### src/rtl/alu_seq_pkg.sv
// Shared opcode constants and FSM state encoding for the sequential ALU.
package alu_seq_pkg;

  typedef logic [1:0] opcode_t;

  localparam opcode_t OP_ADD = 2'b00;
  localparam opcode_t OP_SUB = 2'b01;
  localparam opcode_t OP_MUL = 2'b10;
  localparam opcode_t OP_DIV = 2'b11;

  typedef enum logic [1:0] {
    IDLE = 2'd0,
    BUSY = 2'd1,
    DONE = 2'd2
  } state_t;

endpackage

### src/rtl/alu_iter_muldiv.sv
// Iterative unsigned multiplier / restoring divider, one bit per cycle.
// hi/lo present the accumulator value *after* the current iteration, so the
// parent can capture the final result on the same edge the last step retires.
module alu_iter_muldiv #(
  parameter int unsigned WIDTH = 32,
  parameter int unsigned CNT_W = $clog2(WIDTH + 1)
) (
  input  logic             clk,
  input  logic             rst,
  input  logic             start,
  input  logic             is_div,
  input  logic [WIDTH-1:0] a,
  input  logic [WIDTH-1:0] b,
  output logic             busy,
  output logic             done,
  output logic [WIDTH-1:0] hi,
  output logic [WIDTH-1:0] lo
);

  logic [WIDTH-1:0] acc_hi;
  logic [WIDTH-1:0] acc_lo;
  logic [WIDTH-1:0] opb;
  logic             div_q;
  logic [CNT_W-1:0] cnt;

  logic [WIDTH:0]   mul_sum;
  logic [WIDTH:0]   shifted;
  logic             ge;
  logic [WIDTH-1:0] mul_hi;
  logic [WIDTH-1:0] mul_lo;
  logic [WIDTH-1:0] div_hi;
  logic [WIDTH-1:0] div_lo;

  // One shift-add or restore-subtract step on the shared accumulator
  always_comb begin
    mul_sum = {1'b0, acc_hi} + (acc_lo[0] ? {1'b0, opb} : '0);
    mul_hi  = mul_sum[WIDTH:1];
    mul_lo  = {mul_sum[0], acc_lo[WIDTH-1:1]};
    shifted = {acc_hi, acc_lo[WIDTH-1]};
    ge      = (shifted >= {1'b0, opb});
    div_hi  = ge ? WIDTH'(shifted - {1'b0, opb}) : shifted[WIDTH-1:0];
    div_lo  = {acc_lo[WIDTH-2:0], ge};
    hi      = div_q ? div_hi : mul_hi;
    lo      = div_q ? div_lo : mul_lo;
  end

  assign busy = (cnt != '0);
  assign done = (cnt == CNT_W'(1));

  // Accumulator load on start, then one iteration per cycle while busy
  always_ff @(posedge clk) begin
    if (rst) begin
      acc_hi <= '0;
      acc_lo <= '0;
      opb    <= '0;
      div_q  <= 1'b0;
      cnt    <= '0;
    end else if (start) begin
      acc_hi <= '0;
      acc_lo <= a;
      opb    <= b;
      div_q  <= is_div;
      cnt    <= CNT_W'(WIDTH);
    end else if (busy) begin
      acc_hi <= hi;
      acc_lo <= lo;
      cnt    <= cnt - CNT_W'(1);
    end
  end

endmodule

### src/rtl/alu_seq.sv
// Multi-cycle ALU: single-cycle ADD/SUB, iterative MUL/DIV, valid/ready handshakes.
module alu_seq
  import alu_seq_pkg::*;
#(
  parameter int unsigned WIDTH = 32
) (
  input  logic             clk,
  input  logic             rst,
  input  logic             in_valid,
  output logic             in_ready,
  input  logic [1:0]       opcode_in,
  input  logic [WIDTH-1:0] A_in,
  input  logic [WIDTH-1:0] B_in,
  output logic             out_valid,
  input  logic             out_ready,
  output logic [WIDTH-1:0] result_out_low,
  output logic [WIDTH-1:0] result_out_hi,
  output logic             carry,
  output logic             borrow,
  output logic             zero,
  output logic             error_out
);

  localparam int unsigned CNT_W = $clog2(WIDTH + 1);

  state_t           state_q;
  state_t           state_d;
  logic             load;
  logic             start;
  logic [WIDTH-1:0] lo_d;
  logic [WIDTH-1:0] hi_d;
  logic             carry_d;
  logic             borrow_d;
  logic             err_d;
  logic [WIDTH:0]   sum_w;
  logic [WIDTH:0]   diff_w;
  logic             it_busy;
  logic             it_done;
  logic [WIDTH-1:0] it_hi;
  logic [WIDTH-1:0] it_lo;

  alu_iter_muldiv #(
    .WIDTH (WIDTH),
    .CNT_W (CNT_W)
  ) u_iter (
    .clk    (clk),
    .rst    (rst),
    .start  (start),
    .is_div (opcode_in == OP_DIV),
    .a      (A_in),
    .b      (B_in),
    .busy   (it_busy),
    .done   (it_done),
    .hi     (it_hi),
    .lo     (it_lo)
  );

  assign sum_w     = {1'b0, A_in} + {1'b0, B_in};
  assign diff_w    = {1'b0, A_in} - {1'b0, B_in};
  assign in_ready  = (state_q == IDLE) && !rst;
  assign out_valid = (state_q == DONE);

  // Next-state and result selection; result registers load only on entry to DONE
  always_comb begin
    state_d  = state_q;
    load     = 1'b0;
    start    = 1'b0;
    lo_d     = '0;
    hi_d     = '0;
    carry_d  = 1'b0;
    borrow_d = 1'b0;
    err_d    = 1'b0;
    case (state_q)
      IDLE: begin
        if (in_valid && in_ready) begin
          case (opcode_in)
            OP_ADD: begin
              load    = 1'b1;
              lo_d    = sum_w[WIDTH-1:0];
              carry_d = sum_w[WIDTH];
              state_d = DONE;
            end
            OP_SUB: begin
              load     = 1'b1;
              lo_d     = diff_w[WIDTH-1:0];
              borrow_d = diff_w[WIDTH];
              state_d  = DONE;
            end
            OP_MUL: begin
              start   = 1'b1;
              state_d = BUSY;
            end
            OP_DIV: begin
              if (B_in == '0) begin
                load    = 1'b1;
                err_d   = 1'b1;
                lo_d    = '1;
                hi_d    = A_in;
                state_d = DONE;
              end else begin
                start   = 1'b1;
                state_d = BUSY;
              end
            end
          endcase
        end
      end
      BUSY: begin
        if (it_done && it_busy) begin
          load    = 1'b1;
          lo_d    = it_lo;
          hi_d    = it_hi;
          state_d = DONE;
        end
      end
      DONE: begin
        if (out_ready) state_d = IDLE;
      end
      default: state_d = IDLE;
    endcase
  end

  // State and output registers with synchronous reset priority
  always_ff @(posedge clk) begin
    if (rst) begin
      state_q        <= IDLE;
      result_out_low <= '0;
      result_out_hi  <= '0;
      carry          <= 1'b0;
      borrow         <= 1'b0;
      zero           <= 1'b0;
      error_out      <= 1'b0;
    end else begin
      state_q <= state_d;
      if (load) begin
        result_out_low <= lo_d;
        result_out_hi  <= hi_d;
        carry          <= carry_d;
        borrow         <= borrow_d;
        zero           <= (lo_d == '0);
        error_out      <= err_d;
      end
    end
  end

endmodule

### config.mk
export PLATFORM = sky130hd
export DESIGN_NAME = alu_seq
export DESIGN_NICKNAME = d
export VERILOG_FILES = /design/src/rtl/alu_seq_pkg.sv /design/src/rtl/alu_iter_muldiv.sv /design/src/rtl/alu_seq.sv
export SDC_FILE = /design/constraint.sdc
export NUM_CORES = 1
export LEC_CHECK = 0
export ABC_CLOCK_PERIOD_IN_PS = 3700
export CAP_MARGIN = 20
export CELL_PAD_IN_SITES_DETAIL_PLACEMENT = 0
export CELL_PAD_IN_SITES_GLOBAL_PLACEMENT = 1
export CORE_ASPECT_RATIO = 1.4
export CORE_MARGIN = 3
export CORE_UTILIZATION = 40
export CTS_BUF_LIST = sky130_fd_sc_hd__clkbuf_8
export DETAILED_ROUTE_END_ITERATION = 10
export GPL_TIMING_DRIVEN = 0
export PLACE_DENSITY_LB_ADDON = 0.12
export SETUP_SLACK_MARGIN = 0.3
export SYNTH_ARGS = -nofsm -noshare
export SYNTH_HDL_FRONTEND = slang
export SYNTH_SLANG_ARGS = --single-unit
### constraint.sdc
create_clock -name clk -period 3.7 [get_ports clk]
set_clock_uncertainty 0.05 [all_clocks]
set_input_delay 0.555 -clock clk [delete_from_list [all_inputs] [get_ports clk]]
set_output_delay 0.555 -clock clk [all_outputs]
set_load 0.01 [all_outputs]
==> flow_metrics.env, run 1 <==
export IMPL_fin_nets=2500
export IMPL_std_cell_rows=83
export IMPL_syn2layout_area_growth_pct=29.4
export IMPL_crit_fanout=6
export IMPL_vias_per_cell=6.08
export IMPL_async_reset_ff_frac=0
export IMPL_p_sw_mw=6.56
export IMPL_io_pin_count=140
export IMPL_rsz0062_at_grt="yes"
export IMPL_finalNonFillerCells=2776
export IMPL_max_slew_margin=0.195
export IMPL_dp_hpwl_microns=54700
export IMPL_numCtsBuffers=17
export IMPL_r2r_cells=18
export IMPL_first_global_vias=17024
export IMPL_critPathBufInv=3
export IMPL_p_leak_nw=7.65
export IMPL_place_ws_ps=-1310
export IMPL_synth_most_common_cell="a21oi_1"
export IMPL_synth_edff_count=0
export IMPL_wl_microns=69000
export IMPL_seq_area_frac_synth=0.230
export IMPL_crit_path_end_kind="flip-flop"
export IMPL_dr_pass1_iters=8
export IMPL_cts_tree="built"
export IMPL_status="finished clean"
export IMPL_comb_power_share=0.704
export IMPL_fin_hold_ws_ps=285
export IMPL_core_area_sq_um=37000
export IMPL_criticalPathCategory="flip-flop to flip-flop"
export IMPL_maxSlewViolCount=0
export IMPL_cts_sinks=173
export IMPL_fin_crit_ps=3540
export IMPL_sequentialPowerShare=0.195
export IMPL_h_tree_depth=4
export IMPL_ys_warn_count=0
export IMPL_clock_latency_ps=510
export IMPL_cts_max_path_buffers=2
export IMPL_synth_main_ff_cell="dfxtp_1"
export IMPL_cp_data_arrival_time_ps=3920
export IMPL_p_sw_frac=0.490
export IMPL_ys_types=90
export IMPL_ctsHoldBuffers=0
export IMPL_die_h_microns=236
export IMPL_port_buffers=138
export IMPL_setup_ws_ps=165
export IMPL_place_gp_congestion=0.971
export IMPL_clk_pin_slew_ps=100
export IMPL_ant_nets=0
export IMPL_power_mw=13.4
export IMPL_netlist_area_leader_share=0.230
export IMPL_slowest_stage="dfxtp_4"
export IMPL_power_per_cell_area_nw_per_um2=687
export IMPL_crit_cells=18
export IMPL_dr_total_vias=16879
export IMPL_initial_core_util=0.408
export IMPL_holdPathStages=3
export IMPL_syn_num_nets=2269
export IMPL_synth_seq_cells=173
export IMPL_drtIter0Drc=1234
export IMPL_clock_fmax_mhz=283
export IMPL_pwr_share_clk=0.101
export IMPL_synth_area_top_cells="dfxtp_1 (23%), ha_1 (11%), a21oi_1 (8.8%)"
export IMPL_netlist_area_sq_um=15100
export IMPL_min_period_over_period=0.955
export IMPL_setup_viol=0
export IMPL_worst_slew_pin_transition_ps=1180
export IMPL_syn_inst=2064
export IMPL_hp_class="input pin to flip-flop"
export IMPL_wl_per_cell_microns=24.9
export IMPL_cts_root_buf="clkbuf_8"
export IMPL_post_synth_top_area_cell="dfxtp_1"
export IMPL_final_hold_viol_count=0
export IMPL_slowest_delay_ps=420
export IMPL_path_cells="and2_4 > ha_4 > inv_2 > fa_2 > nor2b_1 > o21ai_1 > a211o_1 > a21o_1 > a211o_1 > a31oi_4 > o21ai_4 > buf_6 > a21oi_4 > xnor2_2 > a21oi_2 > buf_6 > nand2_2 > a21oi_2"
export IMPL_synth_common_cells="a21oi_1 (265), nand2_1 (262), nor2_1 (178)"
export IMPL_dp_cells=2669
export IMPL_die_area_sq_um=40100
export IMPL_gr_total_overflow=0
export IMPL_p_int_mw=6.84
export IMPL_required_ps=4080
export IMPL_r2r_setup_slack_ps=160
export IMPL_maxCapViolCount=0
export IMPL_startpoint_type="flip-flop"
export IMPL_vdd_ir_drop_max_v=0.000635
export IMPL_avgSynthCellArea_sq_um=7.31
export IMPL_grt_pass1_wl_microns=102000
export IMPL_grt_max_degree=17
export IMPL_drc=0
export IMPL_die_w_microns=170
export IMPL_drive_gt1_frac=0.209
export IMPL_grt_use_total=0.332
export IMPL_antenna_found_initial=1
export IMPL_cp_top_family="compound AO/OA/AOI/OAI gates"
[logic make-up after synthesis]
| group | after synthesis | share of synthesized area |
|---|---|---|
| AND/OR/NAND/NOR | 681 | 0.208 |
| AO/OA/AOI/OAI | 691 | 0.298 |
| multiplexers | 59 | 0.0407 |
| flip-flops | 173 | 0.230 |
| XOR/XNOR | 79 | 0.0459 |
| buffers and inverters | 246 | 0.0637 |
| adder cells (fa/ha/maj) | 135 | 0.114 |
[sequential cells by signal, summed over array words and instances, names as in the netlist]
| signal | cells |
|---|---|
| u_iter.div_q | 1 |
| result_out_hi | 32 |
| carry | 1 |
| u_iter.acc_lo | 32 |
| u_iter.opb | 32 |
| zero | 1 |
| error_out | 1 |
| state_q | 2 |
| borrow | 1 |
| result_out_low | 32 |
| u_iter.acc_hi | 32 |
| u_iter.cnt | 6 |
[layer usage]
layer	vias up	GRT usage	wire [microns]
li1	7856	-	-
met1	8135	0.382	26700
met2	672	0.593	34400
met3	216	0.0376	3330
met4	0	0.179	4470
met5	-	0	0
[worst min-delay path: stages]
cell and delay (ps):
buf_2 130, nand2_1 60, a21oi_1 60
[power by group through the flow]
| stage | Combinational (mW) | Clock (mW) | Sequential [mW] |
|---|---|---|---|
| 6_report | 9.44 | 1.36 | 2.61 |
| 5_1_grt | 10.1 | 1.43 | 2.64 |
| 4_1_cts | 8.68 | 1.37 | 2.57 |
| 3_5_place_dp | 7.30 | 0 | 2.59 |
| 3_3_place_gp | 7.28 | 0 | 2.60 |
| 2_1_floorplan | 5.16 | 0 | 2.46 |
[path summary, 6_finish.rpt]
| check | to | startpoint |
|---|---|---|
| worst max-delay path | u_iter.acc_hi[25] | u_iter.acc_lo[0] |
| worst min-delay path | u_iter.opb[2] | B_in[2] |
| worst max register to register | u_iter.acc_hi[25] | u_iter.acc_lo[0] |
| worst min register to register | result_out_low[29] | result_out_low[29] |
[timing repair]
action / in CTS / in global routing
endpoints found under the hold margin: 0 / 0
pin swaps: 91 / 63
endpoints found under the setup margin: 153 / 74
gates resized for setup: 421 / 149
gates cloned: 0 / 1
buffers inserted: 57 / 16
[metrics by stage]
step                      utilization  cell area [sq um]  setup TNS (ps)
after global routing            0.528              19500               0
after global placement          0.462              17100          -98260
after CTS                       0.511              18900               0
after floorplan                     -              15100               0
final                           0.528              19500               0
after detailed placement        0.462              17100          -93980
[layout by cell type, fill, tap and decap left out, drive strengths merged, types with 10 or more instances in the layout]
cell type / Yosys / layout
dlygate4sd2: 0 / 18
dfxtp: 173 / 173
ha: 131 / 131
nand2: 263 / 263
nor4: 19 / 19
xor2: 16 / 16
a211o: 10 / 10
o211ai: 37 / 37
o31ai: 12 / 12
nand3: 34 / 34
nor2: 178 / 178
inv: 123 / 125
a21o: 35 / 35
nor3: 40 / 40
mux2: 18 / 18
and2: 43 / 43
nor2b: 21 / 21
clkbuf: 90 / 108
o22ai: 22 / 22
a31oi: 17 / 17
mux2i: 41 / 41
a21oi: 268 / 268
clkdlybuf4s50: 0 / 81
buf: 33 / 129
a221oi: 23 / 23
o21ai: 112 / 112
a22oi: 33 / 33
nand2b: 25 / 25
xnor2: 63 / 63
nand4: 21 / 21
a211oi: 23 / 23
clkdlybuf4s15: 0 / 19
o21bai: 18 / 18
[final cells by class]
class                      instances  area [sq um]
multi-input combinational       1645         12000
inverter                         123           474
buffer                           123           672
clock inverter                    12           109
sequential                       173          3500
antenna                            1          2.50
tap                              467           584
fill                            3702         17500
timing repair buffer             212          1930
clock buffer                      20           275
Note: power is estimated with default switching activity, not from simulation.
==> run 2: changes to the inputs <==
Settings changed: CORE_MARGIN 3 to 10.
==> flow_metrics.env, run 2 (synthesis results as in run 1) <==
export IMPL_criticalPathCategory="input pin to flip-flop"
export IMPL_hp_class="input pin to flip-flop"
export IMPL_layout_common_cells="nand2_1 (251), a21oi_1 (220), nor2_1 (165), dfxtp_1 (145), inv_1 (110)"
export IMPL_grt_busiest_layer="met2"
export IMPL_place_gp_congestion=0.976
export IMPL_wl_microns=71200
export IMPL_syn2layout_area_growth_pct=32.2
export IMPL_setup_ws_ps=196
export IMPL_gr_total_overflow=0
export IMPL_min_to="u_iter.opb[0]"
export IMPL_cp_data_arrival_time_ps=3860
export IMPL_vdd_ir_drop_max_v=0.000705
export IMPL_die_area_sq_um=46000
export IMPL_r2r_start="u_iter.acc_lo[0]"
export IMPL_clock_fmax_mhz=285
export IMPL_antenna_found_initial=2
export IMPL_r2r_setup_slack_ps=220
export IMPL_status="finished clean"
export IMPL_max_slew_margin=0.283
export IMPL_clock_latency_ps=510
export IMPL_utilization=0.533
export IMPL_layout_commonest_cell="nand2_1"
export IMPL_wl_per_cell_microns=25.4
export IMPL_grt_util_met1=0.335
export IMPL_clk_pin_slew_ps=90
export IMPL_min_period_over_period=0.947
export IMPL_fin_crit_ps=3500
export IMPL_reg2reg_to="u_iter.acc_hi[25]"
export IMPL_crit_fanout=5
export IMPL_io_pin_count=140
export IMPL_holdPathStages=3
export IMPL_maxCapViolCount=0
export IMPL_h_tree_depth=4
export IMPL_cts_tree="built"
export IMPL_final_hold_viol_count=0
export IMPL_ant_nets=0
export IMPL_rsz0062_at_grt="yes"
export IMPL_fin_nets=2523
export IMPL_initial_core_util=0.403
export IMPL_std_cell_rows=84
export IMPL_crit_path_end_kind="flip-flop"
export IMPL_cts_root_buf="clkbuf_8"
export IMPL_core_area_sq_um=37400
export IMPL_die_w_microns=184
export IMPL_holdCritStartpoint="B_in[0]"
export IMPL_drive_gt1_frac=0.231
export IMPL_p_leak_nw=7.85
export IMPL_required_ps=4060
export IMPL_drtIter0Drc=1242
export IMPL_die_h_microns=250
export IMPL_port_buffers=138
export IMPL_postLayoutCellArea_sq_um=19900
export IMPL_path_cells="buf_8 > ha_4 > inv_1 > fa_2 > o21bai_4 > a221o_1 > nand3_2 > a211oi_4 > nor2_4 > a2111oi_4 > o31ai_1 > a21o_1 > a22oi_2 > xnor2_1 > a221oi_2 > buf_4 > a22o_1"
export IMPL_finalNonFillerCells=2804
export IMPL_dr_pass1_iters=5
export IMPL_place_area_sq_um=17100
export IMPL_numCtsBuffers=17
export IMPL_startpoint_type="input pin"
export IMPL_power_per_cell_area_nw_per_um2=739
export IMPL_cts_sinks=173
export IMPL_dr_total_vias=16824
export IMPL_setup_viol=0
export IMPL_grt_max_degree=17
export IMPL_dp_cells=2675
export IMPL_cts_max_path_buffers=2
export IMPL_grt_use_total=0.296
export IMPL_n_fill_cell=3726
export IMPL_grtUsageMet3=0.0391
export IMPL_vias_per_cell=6.00
export IMPL_r2r_cells=16
export IMPL_slowest_stage="fa_2"
export IMPL_maxSlewViolCount=0
export IMPL_place_ws_ps=-1400
export IMPL_first_global_vias=16677
export IMPL_worst_slew_pin_transition_ps=1070
export IMPL_dp_hpwl_microns=55800
export IMPL_slowest_delay_ps=390
export IMPL_grt_use_met2=0.524
export IMPL_drc=0
export IMPL_grt_pass1_wl_microns=104000
## run 2: worst max-delay path by stage
stage / from / to / slack [ps] / cells after the start
after floorplan: A_in[0] / zero / 270 / 15
after global placement: opcode_in[0] / zero / -1520 / 11
after detailed placement: opcode_in[0] / zero / -1400 / 11
after CTS: u_iter.acc_lo[31] / u_iter.acc_hi[28] / 160 / 16
after global routing: u_iter.opb[4] / zero / 70 / 17
final: B_in[0] / zero / 200 / 17
## run 2: layout make-up
cell class	instances	area (sq um)	area share
Antenna cell	1	2.50	0.000125
Clock buffer	19	262	0.0131
Tap cell	473	592	0.0297
Buffer	123	727	0.0365
Sequential cell	173	3510	0.176
Multi-Input combinational cell	1645	12100	0.608
Clock inverter	12	123	0.00615
Inverter	123	479	0.0240
Timing Repair Buffer	235	2110	0.106
## run 2: metal layers
layer,wire [microns],up-vias,part of all wire
met5,0,-,0
met4,4290,0,0.060
met3,3170,179,0.045
met2,35500,574,0.50
met1,28300,8147,0.40
li1,-,7924,-
## run 2: critical path, delay by kind of cell
kind	cells	cell delay, ps
buffers and inverters	3	370
AO/OA/AOI/OAI	9	1970
AND/OR/NAND/NOR	2	280
XOR/XNOR	1	170
adder cells (fa/ha/maj)	2	530
## run 2: power breakdown
part	internal [mW]	switching, mW
Sequential	2.20	0.437
Clock	0.625	0.744
Combinational	4.78	5.95
Total	7.60	7.13
## run 2: metrics by stage
step / power [mW] / hold slack [ps] / TNS [ps]
final: 14.7 / 276 / 0
after CTS: 12.6 / 256 / 0
after detailed placement: 9.89 / 396 / -92300
after global placement: 9.84 / 394 / -94150
after floorplan: 7.61 / 395 / 0
after global routing: 15.5 / 291 / 0
## run 2: what timing repair did
action                                 in CTS  in global routing
endpoints found under the hold margin       0                  0
setup endpoints to repair                 154                 88
cloned                                      1                  3
setup buffers                              59                 34
hold buffers                                0                  0
gates resized for setup                   397                241
pin swaps                                  80                111
